$ cat src/rtl/four_input_gate_pkg.sv
// Shared types and constants for the four-input gate self-test controller.
package four_input_gate_pkg;

    typedef enum logic [1:0] {
        IDLE,
        SETTLE,
        SAMPLE,
        DONE
    } state_t;

    localparam logic [15:0] TT_NOR  = 16'h0001;
    localparam logic [15:0] TT_OR   = 16'hFFFE;
    localparam logic [15:0] TT_AND  = 16'h8000;
    localparam logic [15:0] TT_NAND = 16'h7FFF;

    localparam int N_PATTERNS = 16;

endpackage

$ cat src/rtl/four_input_gate_bist.sv
// Built-in self-test controller: sweeps all 16 input patterns over a 4-input gate,
// waits a settle time per pattern, and checks the gate output against a truth table.
module four_input_gate_bist
    import four_input_gate_pkg::*;
#(
    parameter int          SETTLE_CYCLES = 2,
    parameter logic [15:0] TRUTH_TABLE   = TT_NOR
) (
    input  logic       clk,
    input  logic       rst,
    input  logic       start,
    output logic       dut_a,
    output logic       dut_b,
    output logic       dut_c,
    output logic       dut_d,
    input  logic       dut_e,
    output logic       busy,
    output logic       done,
    output logic       pass,
    output logic [4:0] err_count,
    output logic [3:0] first_fail,
    output logic       first_fail_valid
);

    // With no settle time the SETTLE state is skipped entirely, so its terminal count is unused.
    localparam logic [3:0] SETTLE_LAST  = (SETTLE_CYCLES == 0) ? 4'd0 : 4'(SETTLE_CYCLES - 1);
    localparam logic [3:0] LAST_PATTERN = 4'(N_PATTERNS - 1);

    state_t     state;
    state_t     state_next;
    logic       accept;
    logic [3:0] pattern;
    logic [3:0] settle_cnt;
    logic       mismatch;
    logic [4:0] err_next;

    assign dut_a = pattern[3];
    assign dut_b = pattern[2];
    assign dut_c = pattern[1];
    assign dut_d = pattern[0];

    assign mismatch = (dut_e != TRUTH_TABLE[pattern]);
    assign err_next = err_count + 5'(mismatch);

    always_comb begin
        state_next = state;
        accept     = 1'b0;
        case (state)
            IDLE, DONE: begin
                if (start) begin
                    accept     = 1'b1;
                    state_next = (SETTLE_CYCLES == 0) ? SAMPLE : SETTLE;
                end
            end
            SETTLE: begin
                if (settle_cnt == SETTLE_LAST) begin
                    state_next = SAMPLE;
                end
            end
            SAMPLE: begin
                if (pattern == LAST_PATTERN) begin
                    state_next = DONE;
                end else if (SETTLE_CYCLES != 0) begin
                    state_next = SETTLE;
                end
            end
            default: state_next = IDLE;
        endcase
    end

    always_ff @(posedge clk) begin
        if (rst) begin
            state            <= IDLE;
            pattern          <= 4'd0;
            settle_cnt       <= 4'd0;
            busy             <= 1'b0;
            done             <= 1'b0;
            pass             <= 1'b0;
            err_count        <= 5'd0;
            first_fail       <= 4'd0;
            first_fail_valid <= 1'b0;
        end else begin
            state <= state_next;
            if (accept) begin
                pattern          <= 4'd0;
                settle_cnt       <= 4'd0;
                busy             <= 1'b1;
                done             <= 1'b0;
                pass             <= 1'b0;
                err_count        <= 5'd0;
                first_fail       <= 4'd0;
                first_fail_valid <= 1'b0;
            end else if (state == SETTLE) begin
                settle_cnt <= settle_cnt + 4'd1;
            end else if (state == SAMPLE) begin
                if (mismatch) begin
                    err_count <= err_next;
                    if (!first_fail_valid) begin
                        first_fail       <= pattern;
                        first_fail_valid <= 1'b1;
                    end
                end
                // The final verdict must fold in the sample taken this very cycle.
                if (pattern == LAST_PATTERN) begin
                    busy <= 1'b0;
                    done <= 1'b1;
                    pass <= (err_next == 5'd0);
                end else begin
                    pattern    <= pattern + 4'd1;
                    settle_cnt <= 4'd0;
                end
            end
        end
    end

endmodule
$ cat config.mk
export PLATFORM = sky130hd
export DESIGN_NAME = four_input_gate_bist
export DESIGN_NICKNAME = d
export VERILOG_FILES = /design/src/rtl/four_input_gate_pkg.sv /design/src/rtl/four_input_gate_bist.sv
export SDC_FILE = /design/constraint.sdc
export NUM_CORES = 1
export LEC_CHECK = 0
export CORE_UTILIZATION = 55
export DETAILED_ROUTE_END_ITERATION = 10
export DONT_BUFFER_PORTS = 1
export PLACE_DENSITY = 0.76
export SLEW_MARGIN = 20
export SYNTH_ARGS = -nofsm -noshare
export SYNTH_HDL_FRONTEND = slang
export SYNTH_SLANG_ARGS = --single-unit
$ cat constraint.sdc
create_clock -name clk -period 2.75 [get_ports clk]
set_clock_uncertainty 0.05 [all_clocks]
set_input_delay 0.55 -clock clk [delete_from_list [all_inputs] [get_ports clk]]
set_output_delay 0.55 -clock clk [all_outputs]
set_load 0.02 [all_outputs]
==> results.sh <==
export IMPL_status="completed"
export IMPL_slew_violations=0
export IMPL_vias=905
export IMPL_reg2reg_slack_ns=0.60
export IMPL_core_area_mm2=0.00200
export IMPL_ant_nets=0
export IMPL_drive_above_1_share_pct=8.82
export IMPL_cp_required_ns=2.95
export IMPL_synth_avg_cell_area_um2=8.92
export IMPL_slew_headroom_pct=63.2
export IMPL_min_period_ns=2.15
export IMPL_ios=21
export IMPL_grt_pass1_wl_um=3680
export IMPL_yosysSeqAreaShare_pct=39.9
export IMPL_setup_tns_ns=0
export IMPL_cts_hold_buffers=0
export IMPL_ys_types=36
export IMPL_crit_chain="inv_1 -> ha_1 -> nor2b_1 -> nand4_1 -> or3_1 -> a21oi_1"
export IMPL_worst_slew_pin_slew_ns=0.551
export IMPL_vdd_drop_max_mv=0.344
export IMPL_end_kind="flop"
export IMPL_critical_path_max_stage_delay_ns=0.49
export IMPL_final_cell_mix="24 x dfxtp_1, 22 x nor2_1, 10 x a21oi_1"
export IMPL_ys_seq_elements=24
export IMPL_setup_violations=0
export IMPL_hold_path_class="in2reg"
export IMPL_htree_num_levels=1
export IMPL_first_pass_iters=4
export IMPL_cts_sinks=24
export IMPL_grt_max_degree=19
export IMPL_fillers=184
export IMPL_clk_pin_slew_ns=0.13
export IMPL_overflow=0
export IMPL_cpMaxStageDelayCell="nor2b_1"
export IMPL_ctsResizeCount=0
export IMPL_rsz0062_at_grt="false"
export IMPL_syn2layout_area_growth_pct=4.99
export IMPL_fin_nets=149
export IMPL_drt_iter0_drc=19
export IMPL_antenna_found_initial=0
export IMPL_yosysWarnings=0
export IMPL_drc=0
export IMPL_die_y_um=48.8
export IMPL_port_buffers=0
export IMPL_rows=16
export IMPL_cts_buffers=3
export IMPL_cts_max_path_buffers=2
export IMPL_achievable_frequency_mhz=465
export IMPL_syn_num_nets=147
export IMPL_crit_type="reg2reg"
export IMPL_dominantRegCellSynth="dfxtp_1"
export IMPL_synth_edff_count=0
export IMPL_mostFrequentLayoutCell="dfxtp_1"
export IMPL_hpwlAfterDp_um=1590
export IMPL_wl_per_cell_um=13.1
export IMPL_final_util_pct=63.1
export IMPL_hold_viol=0
export IMPL_clk_latency_ns=0.30
export IMPL_worstPathArrival_ns=2.35
export IMPL_powerDensity_mw_per_mm2=584
export IMPL_track_usage_pct=19.8
export IMPL_wirelength_um=2140
export IMPL_synth_async_sr_flop_share_pct=0
export IMPL_cts_root_buf="clkbuf_4"
export IMPL_critPathLaunchType="flop"
export IMPL_max_cap_violations=0
export IMPL_synth_top_area_share_pct=39.9
export IMPL_synth_cell_area_mm2=0.00120
export IMPL_antenna_cells=0
export IMPL_finalCritPeriodShare_pct=78.2
export IMPL_die_x_um=48.8
export IMPL_post_cts_setup_buffers=0
export IMPL_finalInstanceArea_mm2=0.00126
export IMPL_cts_tree="done"
export IMPL_yosysTopAreaCell="dfxtp_1"
export IMPL_syn_inst=135
export IMPL_routed_via_density=5.55
export IMPL_leakagePower_nw=0.485
export IMPL_synthTopCellsByArea="dfxtp_1 40%, ha_1 8.3%, nor2_1 6.9%"
export IMPL_grt_pass1_vias=826
export IMPL_critPathMaxFanout=11
export IMPL_gp_congestion=0.745
export IMPL_post_dp_cell_area_mm2=0.00123
export IMPL_dieArea_mm2=0.00238
export IMPL_initial_utilization_pct=60.1
cell families after synthesis:
logic type / after synthesis / synth area share (%)
XOR/XNOR: 6 / 4.99
multiplexers: 9 / 7.69
adder cells (fa/ha/maj): 8 / 8.32
buffers and inverters: 12 / 3.95
AO/OA/AOI/OAI: 24 / 13.1
flip-flops: 24 / 39.9
AND/OR/NAND/NOR: 52 / 22.0
flip-flops by register name (all words and copies together) (netlist names), named ones only:
| signal | count |
|---|---|
| err_count | 5 |
| first_fail | 4 |
| pattern | 4 |
| settle_cnt | 4 |
| state | 2 |
| busy | 1 |
| done | 1 |
| first_fail_valid | 1 |
| pass | 1 |
cell type report:
| class | count | area (um^2) | area share, % |
|---|---|---|---|
| multi-input combinational | 99 | 676 | 53.5 |
| clock buffer | 4 | 36.3 | 2.87 |
| timing repair buffer | 1 | 7.51 | 0.594 |
| sequential | 24 | 480 | 38.0 |
| tap | 27 | 33.8 | 2.67 |
| inverter | 8 | 30.0 | 2.38 |
cells in the mapped netlist, types with 2 or more instances:
| library cell | number |
|---|---|
| a211oi_1 | 2 |
| a21oi_1 | 10 |
| a22oi_1 | 2 |
| and3_1 | 2 |
| buf_2 | 2 |
| clkbuf_1 | 2 |
| dfxtp_1 | 24 |
| ha_1 | 8 |
| inv_1 | 8 |
| mux2_2 | 2 |
| mux2i_1 | 7 |
| nand2_1 | 9 |
| nand2b_1 | 2 |
| nand3_1 | 5 |
| nor2_1 | 22 |
| nor2b_1 | 2 |
| nor3b_1 | 2 |
| o21ai_0 | 2 |
| or3_1 | 2 |
| xor2_1 | 4 |
power by group:
| part | switching [W] | total [W] | leakage, nW | internal (W) |
|---|---|---|---|---|
| Combinational | 0.000104 | 0.000170 | 0.270 | 0.0000659 |
| Clock | 0.000103 | 0.000184 | 0.0210 | 0.0000807 |
| Sequential | 0.0000203 | 0.000383 | 0.194 | 0.000363 |
| Total | 0.000228 | 0.000737 | 0.485 | 0.000510 |
layer usage:
| metal | share of wire, % | GRT usage [%] |
|---|---|---|
| met1 | 49 | 25.0 |
| met2 | 47 | 33.8 |
| met3 | 3.8 | 5.30 |
| met4 | 0.56 | 4.41 |
| met5 | 0 | 0 |
final timing paths:
kind         startpoint       end  cells after the start
min                 rst      busy                      1
max            state[1]      pass                      6
max reg2reg    state[1]      pass                      6
min reg2reg    state[1]  state[1]                      2
worst max-delay path, delay by kind of cell, from the launching register on:
family / cells / cell delay (ns)
compound gates: 1 / 0.12
fa+ha+maj: 1 / 0.30
simple gates: 3 / 1.19
flops: 1 / 0.37
buf+inv: 1 / 0.07
metrics by stage:
step,setup slack [ns],instances,hold WS [ns],total power [W]
after floorplan,0.649,135,0.434,0.000529
after global placement,0.609,159,0.464,0.000556
after detailed placement,0.541,159,0.478,0.000561
after CTS,0.592,163,0.236,0.000743
after global routing,0.416,163,0.221,0.000781
final,0.600,163,0.243,0.000737
Note: power is estimated with default switching activity, not from simulation.
